<file path="config.mk">
export PLATFORM = sky130hd
export DESIGN_NAME = bcd_serial_adder
export DESIGN_NICKNAME = d
export VERILOG_FILES = /design/src/rtl/bcd_serial_adder.sv
export SDC_FILE = /design/constraint.sdc
export NUM_CORES = 1
export LEC_CHECK = 0
export BUFFER_PORTS_ARGS = -buffer_cell sky130_fd_sc_hd__buf_2
export CORE_AREA = 2 2 98 100
export DETAILED_ROUTE_END_ITERATION = 8
export DIE_AREA = 0 0 100 102
export GPL_TIMING_DRIVEN = 0
export PLACE_DENSITY = 0.46
export SYNTH_ARGS = -nofsm -noshare
export SYNTH_HDL_FRONTEND = slang
export SYNTH_SLANG_ARGS = --single-unit
export TNS_END_PERCENT = 1
</file>
<file path="constraint.sdc">
create_clock -name clk -period 4 [get_ports clk]
set_input_delay 0.2 -clock clk [delete_from_list [all_inputs] [get_ports clk]]
set_output_delay 0.2 -clock clk [all_outputs]
set_load 0.1 [all_outputs]
</file>
<file path="src/rtl/bcd_serial_adder.sv">
// Digit-serial packed-BCD adder: one decimal digit per clock, LSD first, with a
// valid/ready operand handshake, registered result, decimal carry-out and sticky error.
module bcd_serial_adder #(
  parameter  int DIGITS = 4,
  localparam int W      = 4 * DIGITS
) (
  input  logic         clk,
  input  logic         rst_n,
  input  logic         in_valid,
  output logic         in_ready,
  input  logic [W-1:0] a,
  input  logic [W-1:0] b,
  input  logic         cin,
  output logic         out_valid,
  input  logic         out_ready,
  output logic [W-1:0] sum,
  output logic         cout,
  output logic         err
);

  localparam int IDX_W = (DIGITS > 1) ? $clog2(DIGITS) : 1;

  typedef enum logic [1:0] {
    S_IDLE,
    S_RUN,
    S_DONE
  } state_t;

  state_t             r_state;
  state_t             w_state_next;
  logic [W-1:0]       r_a;
  logic [W-1:0]       r_b;
  logic               r_carry;
  logic [IDX_W-1:0]   r_idx;
  logic [W-1:0]       r_sum;
  logic               r_cout;
  logic               r_err;

  logic [4:0]         w_z;
  logic               w_gt9;
  logic [3:0]         w_digit;
  logic               w_bad;
  logic               w_last;
  logic [W-1:0]       w_sum_next;

  // Operands are shifted right each RUN cycle, so the current digit is always [3:0].
  assign w_z     = {1'b0, r_a[3:0]} + {1'b0, r_b[3:0]} + {4'b0, r_carry};
  assign w_gt9   = (w_z > 5'd9);
  assign w_digit = w_gt9 ? 4'(w_z + 5'd6) : w_z[3:0];
  assign w_bad   = (r_a[3:0] > 4'd9) | (r_b[3:0] > 4'd9);
  assign w_last  = (r_idx == IDX_W'(DIGITS - 1));

  // NOTE: every signal driven in always_comb gets a default first; a missed branch
  // would otherwise infer a latch.
  always_comb begin
    w_sum_next = r_sum;
    for (int d = 0; d < DIGITS; d++) begin
      if (r_idx == IDX_W'(d)) w_sum_next[4*d +: 4] = w_digit;
    end
  end

  always_comb begin
    w_state_next = r_state;
    unique case (r_state)
      S_IDLE:  if (in_valid)  w_state_next = S_RUN;
      S_RUN:   if (w_last)    w_state_next = S_DONE;
      S_DONE:  if (out_ready) w_state_next = S_IDLE;
      default:                w_state_next = S_IDLE;
    endcase
  end

  // NOTE: sequential state uses non-blocking assignments so every register samples
  // pre-edge values regardless of statement order.
  always_ff @(posedge clk or negedge rst_n) begin
    if (!rst_n) r_state <= S_IDLE;
    else        r_state <= w_state_next;
  end

  always_ff @(posedge clk or negedge rst_n) begin
    if (!rst_n) begin
      r_a     <= '0;
      r_b     <= '0;
      r_carry <= 1'b0;
      r_idx   <= '0;
      r_sum   <= '0;
      r_cout  <= 1'b0;
      r_err   <= 1'b0;
    end else begin
      unique case (r_state)
        S_IDLE: begin
          if (in_valid) begin
            r_a     <= a;
            r_b     <= b;
            r_carry <= cin;
            r_idx   <= '0;
            r_sum   <= '0;
            r_err   <= 1'b0;
          end
        end
        S_RUN: begin
          r_a     <= r_a >> 4;
          r_b     <= r_b >> 4;
          r_carry <= w_gt9;
          r_sum   <= w_sum_next;
          r_err   <= r_err | w_bad;
          r_idx   <= w_last ? '0 : r_idx + 1'b1;
          if (w_last) r_cout <= w_gt9;
        end
        default: ;
      endcase
    end
  end

  // Handshake flags decode the registered state only, so no input reaches an output.
  assign in_ready  = (r_state == S_IDLE);
  assign out_valid = (r_state == S_DONE);
  assign sum       = r_sum;
  assign cout      = r_cout;
  assign err       = r_err;

endmodule

</file>
# --- Word level (Yosys, flattened, before mapping) ---
# Index checks and enable logic that the tools add are counted.
classes:
  eq_ne: 11
  addsub: 4
  n_mux: 22
  n_lt_le_gt_ge: 3
  n_reduce_logical: 10
  bitwise: 2
op_table:
  columns: ["operator", "n"]
  rows:
  - ["one-hot mux 16 bit (2 select lines)", 3]
  - ["2-to-1 mux 16 bit", 3]
  - ["2-to-1 mux 4 bit", 5]
  - ["AND reduction 3 bit", 5]
  - ["2-to-1 mux 2 bit", 5]
  - ["inequality test 2 bit (second input constant)", 5]
  - ["> comparator 4 bit (second input constant)", 2]
  - ["== test 2 bit (second input constant)", 3]
  - ["one-hot mux 2 bit (3 select lines)", 1]
  - ["adder 4 x 4 -> 5 bit", 1]
  - ["adder 5 x 1 -> 5 bit", 1]
  - ["> comparator 5 x 4 -> 1 bit (second input constant)", 1]
  - ["adder 4 x 3 -> 4 bit (second input constant)", 1]
  - ["== test 2 x 1 -> 1 bit (second input constant)", 2]
  - ["zero test 2 bit", 2]
  - ["one-hot mux 1 bit (2 select lines)", 2]
  - ["one-hot mux 2 bit (2 select lines)", 1]
  - ["AND reduction 2 bit", 2]
  - ["adder 2 x 1 -> 2 bit (second input constant)", 1]
  - ["2-to-1 mux 1 bit", 2]
  - ["inequality test 2 x 1 -> 1 bit (second input constant)", 1]
  - ["OR 1 bit", 2]
  - ["nonzero test 2 bit", 1]
word_totals:
  output_inout_bits: 20
  reg_bits: 55

# --- Depth between registers and ports, before layout ---
logic_depth:
  depth_word: 6
  depth_mapped: 10

# --- Least setup slack after synthesis ---
# No wires, ideal clock.
synth_path:
  kind: "register to register"
  start: "register r_a[0]"
  end: "register r_sum[1], in the netlist sum[1]"
  slack_ns: 1.389
  arrival_ns: 2.484
  period_less_slack_ns: 2.611
  path_stages_with_launch: 11
  setup_ns: 0.127
  path_buffers: 0
  cell_sequence: "dfrtp_1 -> fa_1 -> fa_1 -> xor2_2 -> inv_2 -> ha_1 -> inv_1 -> o22ai_1 -> nor3_2 -> mux2i_1 -> o21ai_1"
synth_between:
  elab_chain_cells: 6
  word_cells_on_any_way: 7
  cone_classes: "add/sub: 3; order compare: 1; mux: 3"
synth_lines:
  columns: ["element", "line_no", "rtl"]
  rows:
  - ["from (decl)", "31", "logic [W-1:0] r_a;"]
  - ["from (signal assigned)", "101", "r_a <= r_a >> 4;"]
  - ["adder 4 x 4 -> 5 bit *", "47", "assign w_z = {1'b0, r_a[3:0]} + {1'b0, r_b[3:0]} + {4'b0, r_carry};"]
  - ["adder 5 x 1 -> 5 bit *", "47", null]
  - ["adder 4 x 3 -> 4 bit or > comparator 5 x 4 -> 1 bit (tied branches)", "49, 48", null]
  - ["2-to-1 mux 4 bit *", "49", "assign w_digit = w_gt9 ? 4'(w_z + 5'd6) : w_z[3:0];"]
  - ["2-to-1 mux 4 bit *", "58", "if (r_idx == IDX_W'(d)) w_sum_next[4*d +: 4] = w_digit;"]
  - ["one-hot mux 16 bit (2 select lines) *", "89", "unique case (r_state)"]
  - ["to (signal assigned)", "104", "r_sum <= w_sum_next;"]
  - ["to (decl)", "35", "logic [W-1:0] r_sum;"]
# Mark *: on every way between the ends. The rest lies on a longest branch, timed or not. The select of a mux whose other input is x is not followed.
# A chain may end at the register's enable or synchronous reset.

# --- Worst setup path after layout ---
layout_path:
  start: "register r_a[0]"
  end: "register r_sum[6], in the netlist sum[6]"
# The elaborated chain is that of the path after synthesis.

==> impl_metrics.json <==
{
  "status": "finished clean",
  "clockBufferDepth": 2,
  "synth_nets": 308,
  "vias": 2105,
  "num_rows": 35,
  "relSlewSlack_pct": 51.3,
  "hold_path.class": "input port to flip-flop",
  "nFillCells": 985,
  "cts_inserted_buffers": 5,
  "htreeDepth": 2,
  "critPathRequiredTime_ps": 4200,
  "crit_type": "flip-flop to flip-flop",
  "synth.area.top_cells": "dfrtp_1, mux2i_1, nand2_1",
  "crit_arrival_ps": 3160,
  "insertion_delay_ps": 320,
  "fmax_mhz": 338,
  "synth_edf_count": 0,
  "antenna_cells": 0,
  "synth.cell_area_um2": 2660,
  "grt_max_degree": 56,
  "place_congestion": 0.721,
  "root_buffer": "clkbuf_8",
  "end_kind": "flip-flop",
  "cap_viol_max_count": 0,
  "post_cts_resized": 0,
  "io_pins": 57,
  "worst_pin_slew_ps": 730,
  "ys.warnings.count": 0,
  "gr-total-overflow": 0,
  "rsz0062_at_grt": "false",
  "synth_top_area_cell": "dfrtp_1",
  "die_w_um": 100,
  "synth_cell_types": 35,
  "nNetsFinal": 372,
  "antenna_found_initial": 0,
  "clk_pin_slew_ps": 120,
  "core_um2": 9110,
  "initial_core_util_pct": 29.2,
  "synth_seq_cells": 55,
  "grt_use_total_pct": 13.5,
  "fp.dieArea_um2": 10200,
  "drtIter0Drc": 58,
  "holdBufCountCts": 0,
  "vias_per_cell": 4.82,
  "synthCells": 261,
  "top_usage_layer": "met2",
  "grt_first_pass_wirelength_um": 10900,
  "grt_pass1_vias": 2168,
  "die_h_um": 102,
  "cts_tree": "yes",
  "startpoint_type": "flip-flop",
  "synth-main-ff-cell": "dfrtp_1",
  "yosys.area.top_type_share_pct": 51.8,
  "async_flop_share_pct": 100,
  "clock-sinks": 55,
  "final-setup-viol-count": 0,
  "syn_avg_cell_area_um2": 10.2,
  "maxSlewViolCount": 0,
  "met1_usage_pct": 19.3,
  "ant_nets": 0,
  "drc": 0,
  "dpl.hpwl_um": 4650,
  "drive_above_1_share_pct": 23.3,
  "setup_tns_ps": 0,
  "syn2layout_area_growth_pct": 19.9,
  "grt.met3_usage_pct": 2.33,
  "path_max_fanout": 4,
  "first_pass_iters": 4,
  "wl_um": 6520,
  "post-cts-setup-buffers": 0,
  "avgRoutedWirePerCell_um": 14.9,
  "ys_seq_area_share_pct": 51.8,
  "finalClockSkew_ps": 6.36,
  "post-route-period-util_pct": 74.0,
  "numPortBuffers": 56,
  "met2_usage_pct": 21.6,
  "finalHoldViolations": 0,
  "layout_min_cycle_time_ps": 2960
}
## worst max-delay path, stage by stage (launching register included)
cell and delay (ps):
dfrtp_1 430, fa_1 490, fa_1 450, xor2_2 220, inv_2 80, ha_1 160, inv_1 70, o22ai_1 230
nor3_2 110, a221oi_2 500, o21ai_1 100
## logic make-up (layout without fill, tap and decap cells)
kind of cell	count (synthesis)	after routing	share of synthesized area (%)
fa+ha+maj	10	10	5.27
simple gates	75	75	13.1
buf+inv	23	88	3.58
mux	19	19	7.16
flops	55	55	51.8
xor+xnor	3	3	1.27
compound gates	76	76	17.8
## metal layers
metal  routed length [um]  vias up
li1                     -     1063
met1                 3350      983
met2                 2900       54
met3                  243        5
met4                   32        0
met5                    0        -
## state kept, by name (all words and copies together) (netlist names)
| register | flops |
|---|---|
| r_a | 16 |
| r_b | 16 |
| sum | 16 |
| r_idx | 2 |
| r_state | 2 |
| cout | 1 |
| err | 1 |
| r_carry | 1 |
## through the flow
step	area (um2)	hold slack, ps	util [%]	setup WS (ps)	std cells
floorplan	2660	-95.6	-	1390	261
global placement	3080	385	33.8	1110	428
finish	3190	44.3	35.0	1040	437
global route	3190	56.1	35.0	882	437
CTS	3170	44.1	34.8	1050	436
detailed placement	3080	385	33.8	1080	428
## cells in the final DEF (no fill, tap or decap), drive strengths merged, types with 2 or more instances in the layout
cell type / n
buf: 61
fa: 2
mux2i: 19
dfrtp: 55
xnor2: 2
o31ai: 5
o21ai: 41
nor3: 5
inv: 10
a31oi: 4
nor2b: 2
nand2: 38
ha: 8
a21oi: 4
a22oi: 7
a22o: 10
nand3: 19
o22ai: 3
clkbuf: 14
nor2: 5
## synth_stat cells, types with 2 or more instances
library cell / n
o21ai_0: 20
ha_1: 8
a31oi_1: 4
o31ai_1: 5
nand2_1: 38
nor2_1: 5
nand3_1: 19
a22oi_1: 7
o21ai_1: 21
a22o_1: 10
fa_1: 2
o22ai_1: 3
mux2i_1: 19
clkbuf_1: 9
xnor2_1: 2
inv_1: 7
buf_2: 4
a21oi_1: 3
dfrtp_1: 55
nor3_1: 4
nor2b_1: 2
## area by class of cell
type	count	area (um2)	area share (%)
Buffer	14	61.3	1.92
Sequential cell	55	1380	43.2
Timing Repair Buffer	57	293	9.19
Multi-Input combinational cell	183	1190	37.2
Clock inverter	3	27.5	0.864
Inverter	9	33.8	1.06
Clock buffer	5	68.8	2.16
Tap cell	111	139	4.36
## path summary, 6_finish.rpt
| kind | start | to | slack, ps | depth (start not counted) |
|---|---|---|---|---|
| setup / recovery | r_a[0]$_DFFE_PN0P_ | sum[6]$_DFFE_PN0P_ | 1040 | 10 |
| hold / removal | out_ready | r_state[1]$_DFFE_PN0P_ | 40 | 2 |
| setup reg to reg | r_a[0]$_DFFE_PN0P_ | sum[6]$_DFFE_PN0P_ | 1040 | 10 |
| hold reg to reg | r_a[9]$_DFFE_PN0P_ | r_a[9]$_DFFE_PN0P_ | 490 | 2 |
| max in group asynchronous | rst_n | r_b[0]$_DFFE_PN0P_ | 3040 | 2 |
| min in group asynchronous | rst_n | sum[5]$_DFFE_PN0P_ | 460 | 2 |
Power is left out: the tool's default activity adds up to more than one toggle a clock period on the data nets, which glitch-free logic cannot reach.
